[src/rtl/stk_alu_pkg.sv]
// Shared definitions for the stack-machine ALU sequencer: opcodes, FSM states, flag indices.
package stk_alu_pkg;

    localparam logic [2:0] OP_ADD = 3'b000;
    localparam logic [2:0] OP_SUB = 3'b001;
    localparam logic [2:0] OP_AND = 3'b010;
    localparam logic [2:0] OP_OR  = 3'b011;
    localparam logic [2:0] OP_XOR = 3'b100;
    localparam logic [2:0] OP_SHL = 3'b101;
    localparam logic [2:0] OP_SRA = 3'b110;
    localparam logic [2:0] OP_CMP = 3'b111;

    typedef enum logic [3:0] {
        StIdle,
        StPop1,
        StRcv1,
        StPop2,
        StRcv2,
        StExec,
        StPush,
        StRestore,
        StDoneErr
    } state_e;

    // Bit positions inside the packed {z,s,c,v} flag vector.
    localparam int unsigned FLAG_Z = 3;
    localparam int unsigned FLAG_S = 2;
    localparam int unsigned FLAG_C = 1;
    localparam int unsigned FLAG_V = 0;

    function automatic logic op_writes_result(logic [2:0] op);
        return op != OP_CMP;
    endfunction

endpackage

[src/rtl/stk_alu_core.sv]
// Combinational ALU datapath: result and {z,s,c,v} flags for one opcode.
module stk_alu_core
    import stk_alu_pkg::*;
#(
    parameter int unsigned DATA_W = 8
) (
    input  logic [DATA_W-1:0] a_i,
    input  logic [DATA_W-1:0] b_i,
    input  logic [2:0]        op_i,
    output logic [DATA_W-1:0] result_o,
    output logic [3:0]        flags_o
);

    localparam int unsigned SH_W = $clog2(DATA_W);
    localparam int unsigned MSB  = DATA_W - 1;

    logic [DATA_W:0]   wide;
    logic [DATA_W-1:0] res;
    logic [SH_W-1:0]   sh;
    logic              carry;
    logic              ovf;

    always_comb begin
        wide  = '0;
        res   = '0;
        carry = 1'b0;
        ovf   = 1'b0;
        sh    = b_i[SH_W-1:0];
        case (op_i)
            OP_ADD: begin
                wide  = {1'b0, a_i} + {1'b0, b_i};
                res   = wide[DATA_W-1:0];
                carry = wide[DATA_W];
                ovf   = (a_i[MSB] == b_i[MSB]) && (res[MSB] != a_i[MSB]);
            end
            OP_SUB, OP_CMP: begin
                // Top bit of the widened difference is the borrow (a < b unsigned).
                wide  = {1'b0, a_i} - {1'b0, b_i};
                res   = wide[DATA_W-1:0];
                carry = wide[DATA_W];
                ovf   = (a_i[MSB] != b_i[MSB]) && (res[MSB] != a_i[MSB]);
            end
            OP_AND: res = a_i & b_i;
            OP_OR:  res = a_i | b_i;
            OP_XOR: res = a_i ^ b_i;
            OP_SHL: begin
                wide  = {1'b0, a_i} << sh;
                res   = wide[DATA_W-1:0];
                carry = wide[DATA_W];
            end
            OP_SRA: begin
                // A guard bit below the LSB catches the last bit shifted out.
                wide  = $signed({a_i, 1'b0}) >>> sh;
                res   = wide[DATA_W:1];
                carry = wide[0];
            end
            default: ;
        endcase
        result_o        = res;
        flags_o         = '0;
        flags_o[FLAG_Z] = ~|res;
        flags_o[FLAG_S] = res[MSB];
        flags_o[FLAG_C] = carry;
        flags_o[FLAG_V] = ovf;
    end

endmodule

[src/rtl/stk_alu_seq.sv]
// Stack ALU sequencer: pops two operands, executes one opcode, pushes the result, updates flags.
module stk_alu_seq
    import stk_alu_pkg::*;
#(
    parameter int unsigned DATA_W = 8
) (
    input  logic              clk,
    input  logic              rstn,
    input  logic              start,
    input  logic [2:0]        op,
    output logic              busy,
    output logic              done,
    output logic              err,
    output logic              z_flag,
    output logic              s_flag,
    output logic              c_flag,
    output logic              v_flag,
    output logic              stk_pop,
    input  logic [DATA_W-1:0] stk_rd_data,
    output logic              stk_push,
    output logic [DATA_W-1:0] stk_wr_data,
    input  logic              stk_empty,
    input  logic              stk_full
);

    state_e            state_q, state_d;
    logic [2:0]        op_q, op_d;
    logic [DATA_W-1:0] a_q, a_d;
    logic [DATA_W-1:0] b_q, b_d;
    logic [DATA_W-1:0] res_q, res_d;
    logic [3:0]        flags_q, flags_d;

    logic [DATA_W-1:0] core_res;
    logic [3:0]        core_flags;

    stk_alu_core #(
        .DATA_W(DATA_W)
    ) u_core (
        .a_i     (a_q),
        .b_i     (b_q),
        .op_i    (op_q),
        .result_o(core_res),
        .flags_o (core_flags)
    );

    always_ff @(posedge clk or negedge rstn) begin
        if (!rstn) begin
            state_q <= StIdle;
            op_q    <= OP_ADD;
            a_q     <= '0;
            b_q     <= '0;
            res_q   <= '0;
            flags_q <= '0;
        end else begin
            state_q <= state_d;
            op_q    <= op_d;
            a_q     <= a_d;
            b_q     <= b_d;
            res_q   <= res_d;
            flags_q <= flags_d;
        end
    end

    always_comb begin
        state_d     = state_q;
        op_d        = op_q;
        a_d         = a_q;
        b_d         = b_q;
        res_d       = res_q;
        flags_d     = flags_q;
        busy        = state_q != StIdle;
        done        = 1'b0;
        err         = 1'b0;
        stk_pop     = 1'b0;
        stk_push    = 1'b0;
        stk_wr_data = '0;
        unique case (state_q)
            StIdle: begin
                if (start) begin
                    op_d    = op;
                    state_d = StPop1;
                end
            end
            StPop1: begin
                if (stk_empty) begin
                    state_d = StDoneErr;
                end else begin
                    stk_pop = 1'b1;
                    state_d = StRcv1;
                end
            end
            StRcv1: begin
                a_d     = stk_rd_data;
                state_d = StPop2;
            end
            StPop2: begin
                // a has already left the stack; put it back before reporting the error.
                if (stk_empty) begin
                    state_d = StRestore;
                end else begin
                    stk_pop = 1'b1;
                    state_d = StRcv2;
                end
            end
            StRcv2: begin
                b_d     = stk_rd_data;
                state_d = StExec;
            end
            StExec: begin
                res_d   = core_res;
                flags_d = core_flags;
                state_d = StPush;
            end
            StPush: begin
                done    = 1'b1;
                state_d = StIdle;
                if (op_writes_result(op_q)) begin
                    if (stk_full) begin
                        err = 1'b1;
                    end else begin
                        stk_push    = 1'b1;
                        stk_wr_data = res_q;
                    end
                end
            end
            StRestore: begin
                stk_push    = 1'b1;
                stk_wr_data = a_q;
                state_d     = StDoneErr;
            end
            StDoneErr: begin
                done    = 1'b1;
                err     = 1'b1;
                state_d = StIdle;
            end
            default: state_d = StIdle;
        endcase
    end

    assign z_flag = flags_q[FLAG_Z];
    assign s_flag = flags_q[FLAG_S];
    assign c_flag = flags_q[FLAG_C];
    assign v_flag = flags_q[FLAG_V];

endmodule

[config.mk]
export PLATFORM = sky130hd
export DESIGN_NAME = stk_alu_seq
export DESIGN_NICKNAME = d
export VERILOG_FILES = /design/src/rtl/stk_alu_pkg.sv /design/src/rtl/stk_alu_core.sv /design/src/rtl/stk_alu_seq.sv
export SDC_FILE = /design/constraint.sdc
export NUM_CORES = 1
export LEC_CHECK = 0
export ABC_CLOCK_PERIOD_IN_PS = 6690
export BUFFER_PORTS_ARGS = -buffer_cell sky130_fd_sc_hd__buf_2
export CORE_MARGIN = 8
export CORE_UTILIZATION = 23
export CTS_CLUSTER_DIAMETER = 60
export DETAILED_ROUTE_END_ITERATION = 8
export HOLD_SLACK_MARGIN = 0.08
export PLACE_DENSITY = 0.38
export SETUP_SLACK_MARGIN = 0.1
export SLEW_MARGIN = 15
export SYNTH_ARGS = -nofsm -noshare
export SYNTH_HDL_FRONTEND = slang
export SYNTH_SLANG_ARGS = --single-unit
[constraint.sdc]
create_clock -name clk -period 6.69 [get_ports clk]
set_input_delay 0.669 -clock clk [delete_from_list [all_inputs] [get_ports clk]]
set_output_delay 0.669 -clock clk [all_outputs]
set_load 0.05 [all_outputs]
==> results_dict.tcl <==
set metrics [dict create \
    ys_warn_count 0 \
    synth-seq-cells 34 \
    synth_largest_area_cell "dfrtp_1" \
    worst_r2r_path_depth 10 \
    final_antenna_net_count 0 \
    syn-num-nets 442 \
    synth_flop_cell "dfrtp_1" \
    netlist_area_um2 3310 \
    dr.pass1.iters 5 \
    slew_viol_final 0 \
    min_period_ps 3250 \
    crit_path_start "state_q[2]" \
    synth_top_family_by_area "compound AO/OA/AOI/OAI gates" \
    max_freq_mhz 308 \
    cts_root_buf "clkbuf_16" \
    die_h_um 136 \
    critPathLaunchType "flop" \
    drive_gt1_share_pct 16.4 \
    worstSetupPathType "reg2out" \
    ys_seq_area_share_pct 25.7 \
    relSlewSlack_pct 42.0 \
    crit_fanout 10 \
    design_area_um2 3760 \
    cp.arrival_ps 2580 \
    path_cells "nand2_1 -> or2_2 -> nor4b_2 -> a22o_1 -> buf_2" \
    ys_top_cells_by_area "dfrtp_1 (26%), ha_1 (9.4%), mux4_2 (5.4%)" \
    clkTransAtPathRegs_ps 60 \
    start_util_pct 23.1 \
    vias_per_cell 5.14 \
    postCtsSetupBuffers 0 \
    placedInstanceArea_um2 3620 \
    outcome "complete, no violations" \
    cts_buffers 5 \
    tns_ps 0 \
    grt_first_pass_wirelength_um 18200 \
    gp_congestion 0.867 \
    antenna_cells 0 \
    min_from "flags_q[0]" \
    drt_iter0_drc 303 \
    core-area_um2 14300 \
    yosysUniqueCellTypes 58 \
    cts_tree "done" \
    synth_xor_area_share_pct 0.529 \
    hold_viol 0 \
    first_global_vias 3082 \
    worst_pin_slew_ps 870 \
    rows 44 \
    numClockSinks 34 \
    synth_adder_area_share_pct 10.7 \
    remaining_drc_errors 0 \
    nNetsFinal 457 \
    synth_compound_area_share_pct 25.5 \
    critPathSlowestCell "nor4b_2" \
    cts-resized-gates 0 \
    clockBufferDepth 2 \
    pin_count 33 \
    muxShareOfSynthArea_pct 12.7 \
    critPathCaptureType "output pin" \
    grt-ovfl-total 0 \
    min_period_over_period_pct 48.6 \
    syn_area_per_cell_um2 8.30 \
    setup_viol 0 \
    cpPeakStageDelay_ps 690 \
    min_path_cells 2 \
    clk_latency_ps 290 \
    antenna_found_initial 0 \
    post_drt_wl_per_cell_um 19.5 \
    synth_edf_count 0 \
    crit_required_ps 6020 \
    grt_usage_pct 12.9 \
    rsz0062_at_grt "false" \
    syn-instance-count 399 \
    synth_async_sr_flop_share_pct 100 \
    via_count 3075 \
    dp_hpwl_um 8820 \
    r2r_start "b_q[1]" \
    die_w_um 136 \
    grt_max_degree 35 \
    hp-class "reg2reg" \
    maxCapViolCount 0 \
    holdBufCountCts 0 \
    yosys.area_share.simple_pct 17.7 \
    syn2layout_area_growth_pct 13.5 \
    wirelength_um 11700 \
    skew_ps 7.87 \
    die_area_um2 18500 \
    port_buffers 32 \
    cts-htree-levels 2 \
    synth_top_area_share_pct 25.7 \
]
## layout by cell type (no fill, tap or decap), drive strengths merged, types with 5 or more instances in the layout
| master | instances |
|---|---|
| mux2i | 15 |
| nand3 | 9 |
| dfrtp | 34 |
| a221oi | 5 |
| nand2b | 7 |
| a211oi | 6 |
| nor3 | 13 |
| o22ai | 6 |
| inv | 30 |
| mux4 | 8 |
| a21oi | 22 |
| ha | 25 |
| o21ai | 34 |
| a21o | 5 |
| buf | 37 |
| a22o | 8 |
| nand2 | 42 |
| nor2 | 26 |
| mux2 | 8 |
| clkbuf | 5 |
| o21bai | 5 |
| nor2b | 5 |
## registers in the layout (all words and copies together), names as in the netlist
signal / flops
op_q: 3
res_q: 7
a_q: 8
b_q: 8
flags_q: 4
state_q: 4
## cell type report
type	count	area (um^2)
multi-input combinational	306	2230
inverter	30	113
fill	1582	10600
sequential	34	851
clock inverter	2	10.0
clock buffer	5	125
tap	184	230
timing repair buffer	37	198
## per-stage QoR
stage | std cells | worst slack [ps] | utilization, % | hold WS [ps]
floorplan | 399 | 4030 | - | 373
global placement | 591 | 3640 | 25.3 | 472
detailed placement | 591 | 3640 | 25.3 | 475
CTS | 598 | 3390 | 26.2 | 488
global route | 598 | 3210 | 26.2 | 515
finish | 598 | 3440 | 26.2 | 477
## Yosys cell counts, types with 9 or more instances
master,n
nor3_1,13
mux2i_1,15
inv_1,28
clkbuf_1,19
nor2_1,26
nand2_1,42
nand3_1,9
ha_1,25
o21ai_0,34
dfrtp_1,34
a21oi_1,22
## worst max-delay path: cells and delay by family, from the launching register on
| kind | cells | cell delay (ps) |
|---|---|---|
| DFF | 1 | 510 |
| and+or+nand+nor | 3 | 1160 |
| AOI/OAI and AO/OA | 1 | 320 |
| buffers and inverters | 1 | 290 |
## cell families after synthesis
logic type / Yosys count
compound gates: 124
xor+xnor: 2
fa+ha+maj: 27
buf+inv: 59
flops: 34
mux: 31
simple gates: 122
## final timing paths
kind	end	slack (ps)
setup / recovery	stk_wr_data[0]	3440
hold / removal	flags_q[0]	480
setup reg to reg	flags_q[0]	3610
max in group asynchronous	a_q[4]	5660
min in group asynchronous	b_q[1]	490
hold reg to reg	flags_q[0]	480
## layer usage
layer / vias up / global-route usage (%) / wire length (um)
li1: 1485 / - / -
met1: 1492 / 17.1 / 5420
met2: 80 / 20.7 / 5560
met3: 18 / 1.70 / 392
met4: 0 / 5.06 / 305
met5: - / 0 / 0
Power is not shown: default switching activity piles up to over one toggle a cycle in this logic, so the estimate is an artifact.
